[src/rtl/cordic_fix2float.sv]
// Q2.20 cosine to IEEE-754 single, one normalise shift per cycle; latency lz+2 (zero input: 2).
// Result held on out_valid until out_ready; samples arriving while busy are dropped and flag sticky overrun.
module cordic_fix2float #(
    parameter int IN_W     = 22,
    parameter int FRAC_W   = 20,
    parameter int EXP_BIAS = 127
) (
    input  logic            clk,
    input  logic            reset,
    input  logic            clk_en,
    input  logic            in_valid,
    input  logic [IN_W-1:0] in_data,
    output logic            busy,
    output logic            out_valid,
    input  logic            out_ready,
    output logic [31:0]     out_data,
    output logic            overrun
);

    localparam logic [7:0] EXP_INIT = 8'(EXP_BIAS + IN_W - 1 - FRAC_W);
    localparam int         PAD_W    = 24 - IN_W;

    typedef enum logic [1:0] {IDLE, NORM, PACK, HOLD} state_t;

    state_t          state;
    logic [IN_W-1:0] mag;
    logic [7:0]      exp;
    logic            sign;
    logic            zero;

    logic [IN_W-1:0] in_abs;
    logic            can_accept;

    // -2^(IN_W-1) negates to itself, which reads correctly as an unsigned magnitude.
    assign in_abs     = in_data[IN_W-1] ? IN_W'(-in_data) : in_data;
    assign can_accept = (state == IDLE) || (state == HOLD && out_ready);

    always_ff @(posedge clk or negedge reset) begin
        if (!reset) begin
            state     <= IDLE;
            mag       <= '0;
            exp       <= '0;
            sign      <= 1'b0;
            zero      <= 1'b0;
            busy      <= 1'b0;
            out_valid <= 1'b0;
            out_data  <= '0;
            overrun   <= 1'b0;
        end else if (clk_en) begin
            if (in_valid && !can_accept)
                overrun <= 1'b1;

            case (state)
                IDLE: ;
                NORM: begin
                    // Zero also spends the detect cycle here, so it shares the 2-cycle path of -2.0.
                    if (zero || mag[IN_W-1]) begin
                        state <= PACK;
                    end else begin
                        mag <= mag << 1;
                        exp <= exp - 8'd1;
                    end
                end
                PACK: begin
                    if (zero)
                        out_data <= 32'h0000_0000;
                    else
                        out_data <= {sign, exp, mag[IN_W-2:0], {PAD_W{1'b0}}};
                    out_valid <= 1'b1;
                    state     <= HOLD;
                end
                HOLD: begin
                    if (out_ready) begin
                        out_valid <= 1'b0;
                        state     <= IDLE;
                        busy      <= 1'b0;
                    end
                end
                default: state <= IDLE;
            endcase

            // A sample taken on the consuming edge of HOLD overrides the return to IDLE.
            if (in_valid && can_accept) begin
                sign  <= in_data[IN_W-1];
                mag   <= in_abs;
                exp   <= EXP_INIT;
                zero  <= (in_data == '0);
                state <= NORM;
                busy  <= 1'b1;
            end
        end
    end

endmodule
[config.mk]
export PLATFORM = sky130hd
export DESIGN_NAME = cordic_fix2float
export DESIGN_NICKNAME = d
export VERILOG_FILES = /design/src/rtl/cordic_fix2float.sv
export SDC_FILE = /design/constraint.sdc
export NUM_CORES = 1
export LEC_CHECK = 0
export ABC_AREA = 0
export BUFFER_PORTS_ARGS = -buffer_cell sky130_fd_sc_hd__clkbuf_2
export CAP_MARGIN = 15
export CORE_MARGIN = 8
export CORE_UTILIZATION = 56
export CTS_CLUSTER_DIAMETER = 200
export DETAILED_ROUTE_END_ITERATION = 8
export PLACE_DENSITY = 0.92
export SYNTH_ARGS = -nofsm -noshare
export SYNTH_HDL_FRONTEND = slang
export SYNTH_SLANG_ARGS = --single-unit
[constraint.sdc]
create_clock -name clk -period 2.3 [get_ports clk]
set_clock_uncertainty 0.05 [all_clocks]
set_input_delay 0.46 -clock clk [delete_from_list [all_inputs] [get_ports clk]]
set_output_delay 0.46 -clock clk [all_outputs]
set_load 0.05 [all_outputs]
==> results of run 1 <==
==> cell type report <==
class / instances / area (µm²) / area share, %
Clock inverter: 4 / 47.55 / 1.171
Sequential cell: 67 / 1677 / 41.28
Inverter: 6 / 22.52 / 0.5545
Multi-Input combinational cell: 289 / 1680 / 41.37
Timing Repair Buffer: 68 / 375.4 / 9.242
Tap cell: 75 / 93.84 / 2.311
Clock buffer: 12 / 165.2 / 4.067
==> state kept, by name (all words and copies together) (netlist names) <==
name and flops:
out_data 30, mag 22, exp 8, state 2
busy 1, out_valid 1, overrun 1, sign 1
zero 1
==> through the flow <==
step	hold WS, ps	util (%)	cell area (µm²)	std cells	setup WS, ps
after floorplan	114.4	-	3480	387	326.2
after global placement	400.8	64.62	3849	505	181.4
after detailed placement	418.8	64.62	3849	505	126.6
after CTS	95.68	68.19	4061	521	330.2
after global routing	104.0	68.19	4061	521	178.7
final	94.27	68.19	4061	521	319.3
==> cell usage in the layout (no fill, tap or decap), types with 5 or more instances in the layout <==
| master | synthesis | layout |
|---|---|---|
| sky130_fd_sc_hd__clkbuf_8 | 0 | 12 |
| sky130_fd_sc_hd__o21ai_1 | 18 | 18 |
| sky130_fd_sc_hd__nor3_1 | 6 | 6 |
| sky130_fd_sc_hd__nor4_1 | 5 | 5 |
| sky130_fd_sc_hd__nand2_1 | 60 | 60 |
| sky130_fd_sc_hd__dfrtp_1 | 67 | 67 |
| sky130_fd_sc_hd__xor2_1 | 9 | 9 |
| sky130_fd_sc_hd__nand2b_1 | 30 | 30 |
| sky130_fd_sc_hd__o21ai_0 | 40 | 40 |
| sky130_fd_sc_hd__nor2_1 | 29 | 29 |
| sky130_fd_sc_hd__inv_1 | 5 | 5 |
| sky130_fd_sc_hd__mux2i_1 | 5 | 5 |
| sky130_fd_sc_hd__o31ai_1 | 5 | 5 |
| sky130_fd_sc_hd__buf_4 | 2 | 8 |
| sky130_fd_sc_hd__a21oi_1 | 19 | 19 |
| sky130_fd_sc_hd__nand3_1 | 9 | 9 |
| sky130_fd_sc_hd__clkbuf_2 | 0 | 59 |
| sky130_fd_sc_hd__xnor2_1 | 11 | 11 |
==> power by group <==
group	switching [mW]	internal [mW]	total, mW
logic	1.72	0.660	2.38
clock network	0.424	0.586	1.01
registers	0.428	1.69	2.12
total	2.57	2.94	5.51
==> cell families after synthesis <==
family,share of synthesized area [%]
flip-flops,48.24
other,0.1079
AO/OA/AOI/OAI,17.14
buffers and inverters,3.780
adder cells (fa/ha/maj),0.7198
XOR/XNOR,5.040
multiplexers,1.440
AND/OR/NAND/NOR,23.54
==> final timing paths <==
| check | from | cells past startpoint | end |
|---|---|---|---|
| min in group clk | in_data[0] | 3 | mag[0] |
| max in group asynchronous | reset | 2 | mag[9] |
| setup reg to reg | state[1] | 4 | exp[3] |
| hold / removal | reset | 2 | out_data[23] |
| hold reg to reg | out_data[29] | 2 | out_data[29] |
| setup / recovery | state[1] | 4 | exp[3] |
==> metal layers <==
metal	vias to the layer above	share of wire, %	GRT usage (%)
met2	117	48	29.95
met3	16	6.4	4.048
met1	1453	44	25.28
met4	0	2.3	10.01
li1	1451	-	-
met5	-	0	0
==> results.md, run 1 <==
* Critical Path Fanout Max at 10
* Maximum number of pins on one net before global-route repair at 68
* Hold violation count in the final report at 0
* Endpoint type of the worst setup path: flop
* Crit-path slowest cell: sky130_fd_sc_hd__or4_1
* Most used standard cell by instance count after synthesis: sky130_fd_sc_hd__dfrtp_1
* Family with the most delay on the worst path: simple AND/OR/NAND/NOR gates
* Arrival time of data at the critical path endpoint at 2150 ps
* Cell row count at 28
* Layout fillers at 448
* TritonCTS buffer count at 9
* Die Area at 0.008984 mm²
* Placeable core area at 0.005956 mm²
* Number of buffer cells added on primary ports at 59
* Post-synthesis cell count at 386
* First-pass GRT wire length at 13930 µm
* Share of the cycle needed by the critical path after routing at 86.12%
* Routed WL per cell at 15.76 µm
* Resized Gates After CTS at 0
* Total congestion overflow after global routing at 0
* CTS tree: built
* Number of buffers added for setup after CTS at 0
* Main area contributors after synthesis: sky130_fd_sc_hd__dfrtp_1 48%, sky130_fd_sc_hd__nand2_1 6.5%, sky130_fd_sc_hd__o21ai_0 5.8%
* Min-delay worst type: in2async
* Number of vias in the routed layout at 3037
* List of most frequent post-synthesis cells: 67 x sky130_fd_sc_hd__dfrtp_1, 60 x sky130_fd_sc_hd__nand2_1, 40 x sky130_fd_sc_hd__o21ai_0
* Clk Latency, worst-skew pair at 330 ps
* Area added between synthesis and finish at 16.85%
* Pre-Repair DR Iteration Count at 5
* Number of inserted diodes at 0
* CTS sink count at 67
* Total number of H-tree levels at 3
* Clock root buffer: sky130_fd_sc_hd__clkbuf_8
* Estimated wirelength of the detail-placed design at 5819 µm
* Layout cells sized above 1 at 21.75%
* Width of the die at 94.79 µm
* Initial core utilization at 58.36%
* Maximum clock frequency at 504.9 MHz
* Vias per cell at 5.829
* GP Congestion at 0.8608
* Most instantiated flip-flop cell in the synthesis netlist: sky130_fd_sc_hd__dfrtp_1
* Post-synthesis register bit count at 67
* Height of the chip at 94.79 µm
* Final count of pins violating max slew at 0
* Largest incremental delay on the critical path at 700 ps
* Total routed wirelength at 8213 µm
* Iteration-0 DRC count of the detailed router at 325
* Via count of the first global-routing pass at 3016
* Maximum Capacitance Violations at 0
* Dominant cell type by area after synthesis: sky130_fd_sc_hd__dfrtp_1
* Count of flip-flops with a built-in enable after synthesis at 0
* CP bufs+invs at 0
* Gr usage total at 19.43%
* Type of element launching the critical path: flop
* Routed Antenna Nets at 0
* Antenna violations before repair at 0
* Maximum clock insertion buffer count at 2
* Slack of the worst reg-to-reg path at 320 ps
* Sum Neg Setup Slack at 0 ps
* Clock period minus final worst setup slack at 1981 ps
* Part of the Yosys area used for sequential elements at 48.24%
* Avg Cell Area, Syn at 9.005 µm²
* Cts-stage hold buffer count at 0
* Count of yosys warnings during synthesis at 0
* Combined area of all synthesized cells at 0.003476 mm²
* Unrepaired setup endpoints after global routing: false
* Total power at 5.509 mW
* Synth top area share at 48.24%
* Pleak at 1.873 nW
* WP data required at 2470 ps
* Cell variety after synth at 48
* Net count reported at finish at 470
* Clk pin slew, worst setup/hold paths at 70 ps
* I/O pin total at 62
* Worst IR drop on VDD at 0.0006167 V
* Number of design rule violations left after detail routing at 0
* Cells along the critical path: or4_1 -> nor4_1 -> xnor2_1 -> nor2_1
* Share of synthesized registers carrying an async set or reset at 100.0%
* Power per cell area at 1356 mW/mm²
* Status: completed
* Final setup vio count at 0
* Worst Path Class, Setup: reg2reg
(Power assumes the default switching activity.)
==> run 2, diff against run 1 <==
--- a/config.mk
+++ b/config.mk
@@ -5,7 +5,7 @@
 export SDC_FILE = /design/constraint.sdc
 export NUM_CORES = 1
 export LEC_CHECK = 0
-export ABC_AREA = 0
+export ABC_AREA = 1
 export BUFFER_PORTS_ARGS = -buffer_cell sky130_fd_sc_hd__clkbuf_2
 export CAP_MARGIN = 15
 export CORE_MARGIN = 8
==> results.md, run 2 <==
* Routed WL per cell at 15.19 µm (-3.7%)
* Final count of pins violating max slew at 0 (unchanged)
* Min-delay worst type: in2async
* CTS sink count at 67 (unchanged)
* Initial core utilization at 57.79% (-0.57 points)
* Most used standard cell by instance count after synthesis: sky130_fd_sc_hd__nand2_1
* Area of all placed cells without fillers at 0.004193 mm² (+3.2%)
* Maximum number of pins on one net before global-route repair at 68 (unchanged)
* GP Congestion at 0.9313 (+8.2%)
* Number of buffer cells added on primary ports at 59 (unchanged)
* Via count of the first global-routing pass at 3325 (+10%)
* Maximum Capacitance Violations at 0 (unchanged)
* Placed cell area at 0.003984 mm² (+3.5%)
* Count of yosys warnings during synthesis at 0 (unchanged)
* Status: completed
* Final setup vio count at 0 (unchanged)
* Gr usage total at 19.61% (+0.18 points)
* Clock period minus final worst setup slack at 1978 ps (-2.432 ps)
* Commonest cells after routing, fill and taps aside: 134 x sky130_fd_sc_hd__nand2_1, 67 x sky130_fd_sc_hd__dfrtp_1, 59 x sky130_fd_sc_hd__clkbuf_2
* Total power at 5.934 mW (+7.7%)
* Final core occ at 66.41% (-1.8 points)
* Worst IR drop on VDD at 0.0008663 V (+40%)
* Startpoint of the worst register-to-register path: state[1]
* First-pass GRT wire length at 15410 µm (+11%)
* WP data required at 2490 ps (+20 ps)
* Clk pin slew, worst setup/hold paths at 70 ps (about the same)
* Area taken by flip-flops and latches at 0.001677 mm² (unchanged)
* Endpoint type of the worst setup path: flop
* Sum Neg Setup Slack at 0 ps (unchanged)
* Arrival time of data at the critical path endpoint at 2170 ps (+20 ps)
* Final hold slack at 67.79 ps (-26.48 ps)
* Placeable core area at 0.006314 mm² (+6.0%)
* Number of inserted diodes at 0 (unchanged)
* Clk Latency, worst-skew pair at 350 ps (+20 ps)
* Avg Cell Area, Syn at 7.813 µm² (-13%)
* Net count reported at finish at 550 (+17%)
* Post-synthesis cell count at 467 (+21%)
* Area added between synthesis and finish at 14.92%
* Iteration-0 DRC count of the detailed router at 364 (+12%)
* Height of the chip at 96.72 µm (+2.0%)
* Antenna violations before repair at 0 (unchanged)
* Number of flip-flops under the largest register name at 30 (unchanged)
* Pre-Repair DR Iteration Count at 5 (unchanged)
* I/O pin total at 62 (unchanged)
* Routed Antenna Nets at 0 (unchanged)
* Worst Path Class, Setup: reg2reg
* Critical Path Fanout Max at 33 (+23)
* Combined area of all synthesized cells at 0.003648 mm² (+5.0%)
* Share of the cycle needed by the critical path after routing at 86.01% (-0.11 points)
* Total congestion overflow after global routing at 0 (unchanged)
* Depth of the worst register-to-register path at 9 (+5)
* Width of the die at 96.72 µm (+2.0%)
* Number of buffers added for setup after CTS at 0 (unchanged)
* Registers with the most flip-flops: out_data x30, mag x22, exp x8
* Clock root buffer: sky130_fd_sc_hd__clkbuf_8
* Part of the Yosys area used for sequential elements at 45.95% (-2.3 points)
* Cts-stage hold buffer count at 0 (unchanged)
* Main area contributors after synthesis: sky130_fd_sc_hd__dfrtp_1 46%, sky130_fd_sc_hd__nand2_1 14%, sky130_fd_sc_hd__o21ai_0 5.9%
* Share of synthesized registers carrying an async set or reset at 100.0% (unchanged)
* Number of design rule violations left after detail routing at 0 (unchanged)
* Multi-input gate area at 0.001639 mm² (-2.5%)
* Most frequent standard cell in the layout excluding fill and tap cells: sky130_fd_sc_hd__nand2_1
* Resized Gates After CTS at 0 (unchanged)
* Maximum clock insertion buffer count at 2 (unchanged)
* Type of element launching the critical path: flop
* Die Area at 0.009354 mm² (+4.1%)
* Capturing point of the worst reg2reg path: mag[17]
* Power per cell area at 1415 mW/mm² (+4.3%)
* Hold violation count in the final report at 0 (unchanged)
* Maximum clock frequency at 505.5 MHz (+0.12%)
* Cell row count at 29 (+3.6%)
* Pleak at 2.134 nW (+14%)
* Vias per cell at 5.710 (-2.0%)
* Count of flip-flops with a built-in enable after synthesis at 0 (unchanged)
* List of most frequent post-synthesis cells: 135 x sky130_fd_sc_hd__nand2_1, 67 x sky130_fd_sc_hd__dfrtp_1, 48 x sky130_fd_sc_hd__inv_1
* Total number of H-tree levels at 3 (unchanged)
* Unrepaired setup endpoints after global routing: false
* Dominant cell type by area after synthesis: sky130_fd_sc_hd__dfrtp_1
* Most instantiated flip-flop cell in the synthesis netlist: sky130_fd_sc_hd__dfrtp_1
* TritonCTS buffer count at 9 (unchanged)
* CTS tree: built
* Estimated wirelength of the detail-placed design at 6442 µm (+11%)
* Layout fillers at 501 (+12%)
* Slack of the worst reg-to-reg path at 320 ps (about the same)
* Number of vias in the routed layout at 3443 (+13%)
* Cell variety after synth at 36 (-25%)
* Post-synthesis register bit count at 67 (unchanged)
* Synth top area share at 45.95% (-2.3 points)
* Most flops, register: out_data
* Layout cells sized above 1 at 18.44% (-3.3 points)
* Total routed wirelength at 9158 µm (+12%)
[run 2: cell count changes after synthesis, sizes merged, moves of 9 or more]
cell,before,now
xnor2,11,2
o31ai,5,27
nand2b,30,0
nand3,9,36
nand2,60,140
a21oi,19,3
inv,5,51
[run 2: layout make-up]
class / count / area share (%)
well taps: 77 / 2.298
multi-input cells: 326 / 39.09
flip-flops and latches: 67 / 39.99
clock buffers: 11 / 3.133
clock inverters: 5 / 1.850
inverters: 51 / 4.745
repair buffers: 66 / 8.893
[run 2: per-stage QoR]
step           instances  setup slack, ps
3_3_place_gp         587            399.1
5_1_grt              603            205.6
2_1_floorplan        468            721.4
3_5_place_dp         587            333.9
4_1_cts              603            361.3
6_report             603            321.7
[run 2: how the worst max path moves through the flow]
stage	startpoint	to	cells past startpoint
2_1_floorplan	in_data[0]	mag[8]	8
3_3_place_gp	in_data[4]	mag[19]	11
3_5_place_dp	in_data[4]	mag[17]	11
4_1_cts	state[1]	mag[10]	9
5_1_grt	state[1]	exp[0]	9
6_report	state[1]	mag[17]	9
[run 2: worst max-delay path, stage by stage, from the launching register on]
cell and delay, ps:
sky130_fd_sc_hd__dfrtp_1 420, sky130_fd_sc_hd__or2_1 280, sky130_fd_sc_hd__nand2_2 110, sky130_fd_sc_hd__nand2_4 130
sky130_fd_sc_hd__inv_8 180, sky130_fd_sc_hd__nand2_8 150, sky130_fd_sc_hd__nand2_8 210, sky130_fd_sc_hd__inv_2 160
sky130_fd_sc_hd__nand2_1 100, sky130_fd_sc_hd__nand2_1 60
[run 2: cells by family (layout without fill, tap and decap cells)]
family / after synthesis / count (layout) / synth area share [%]
and+or+nand+nor: 225 / 225 / 26.82
AOI/OAI and AO/OA: 91 / 91 / 15.71
buffers and inverters: 75 / 133 / 9.293
DFF: 67 / 67 / 45.95
xor gates and xnor gates: 6 / 6 / 1.440
adders and majority gates: 2 / 2 / 0.6858
other: 1 / 2 / 0.1028
[run 2: per-layer routing]
metal	vias up	part of all wire, %	global-route usage (%)
li1	1636	-	-
met1	1599	41	22.69
met2	180	49	32.97
met3	28	7.3	5.334
met4	0	2.8	8.876
met5	-	0	0
[run 2: power by group]
group	total [mW]	internal (mW)	switching, mW
Clock	1.06	0.608	0.456
Combinational	2.85	0.741	2.11
Sequential	2.02	1.71	0.311
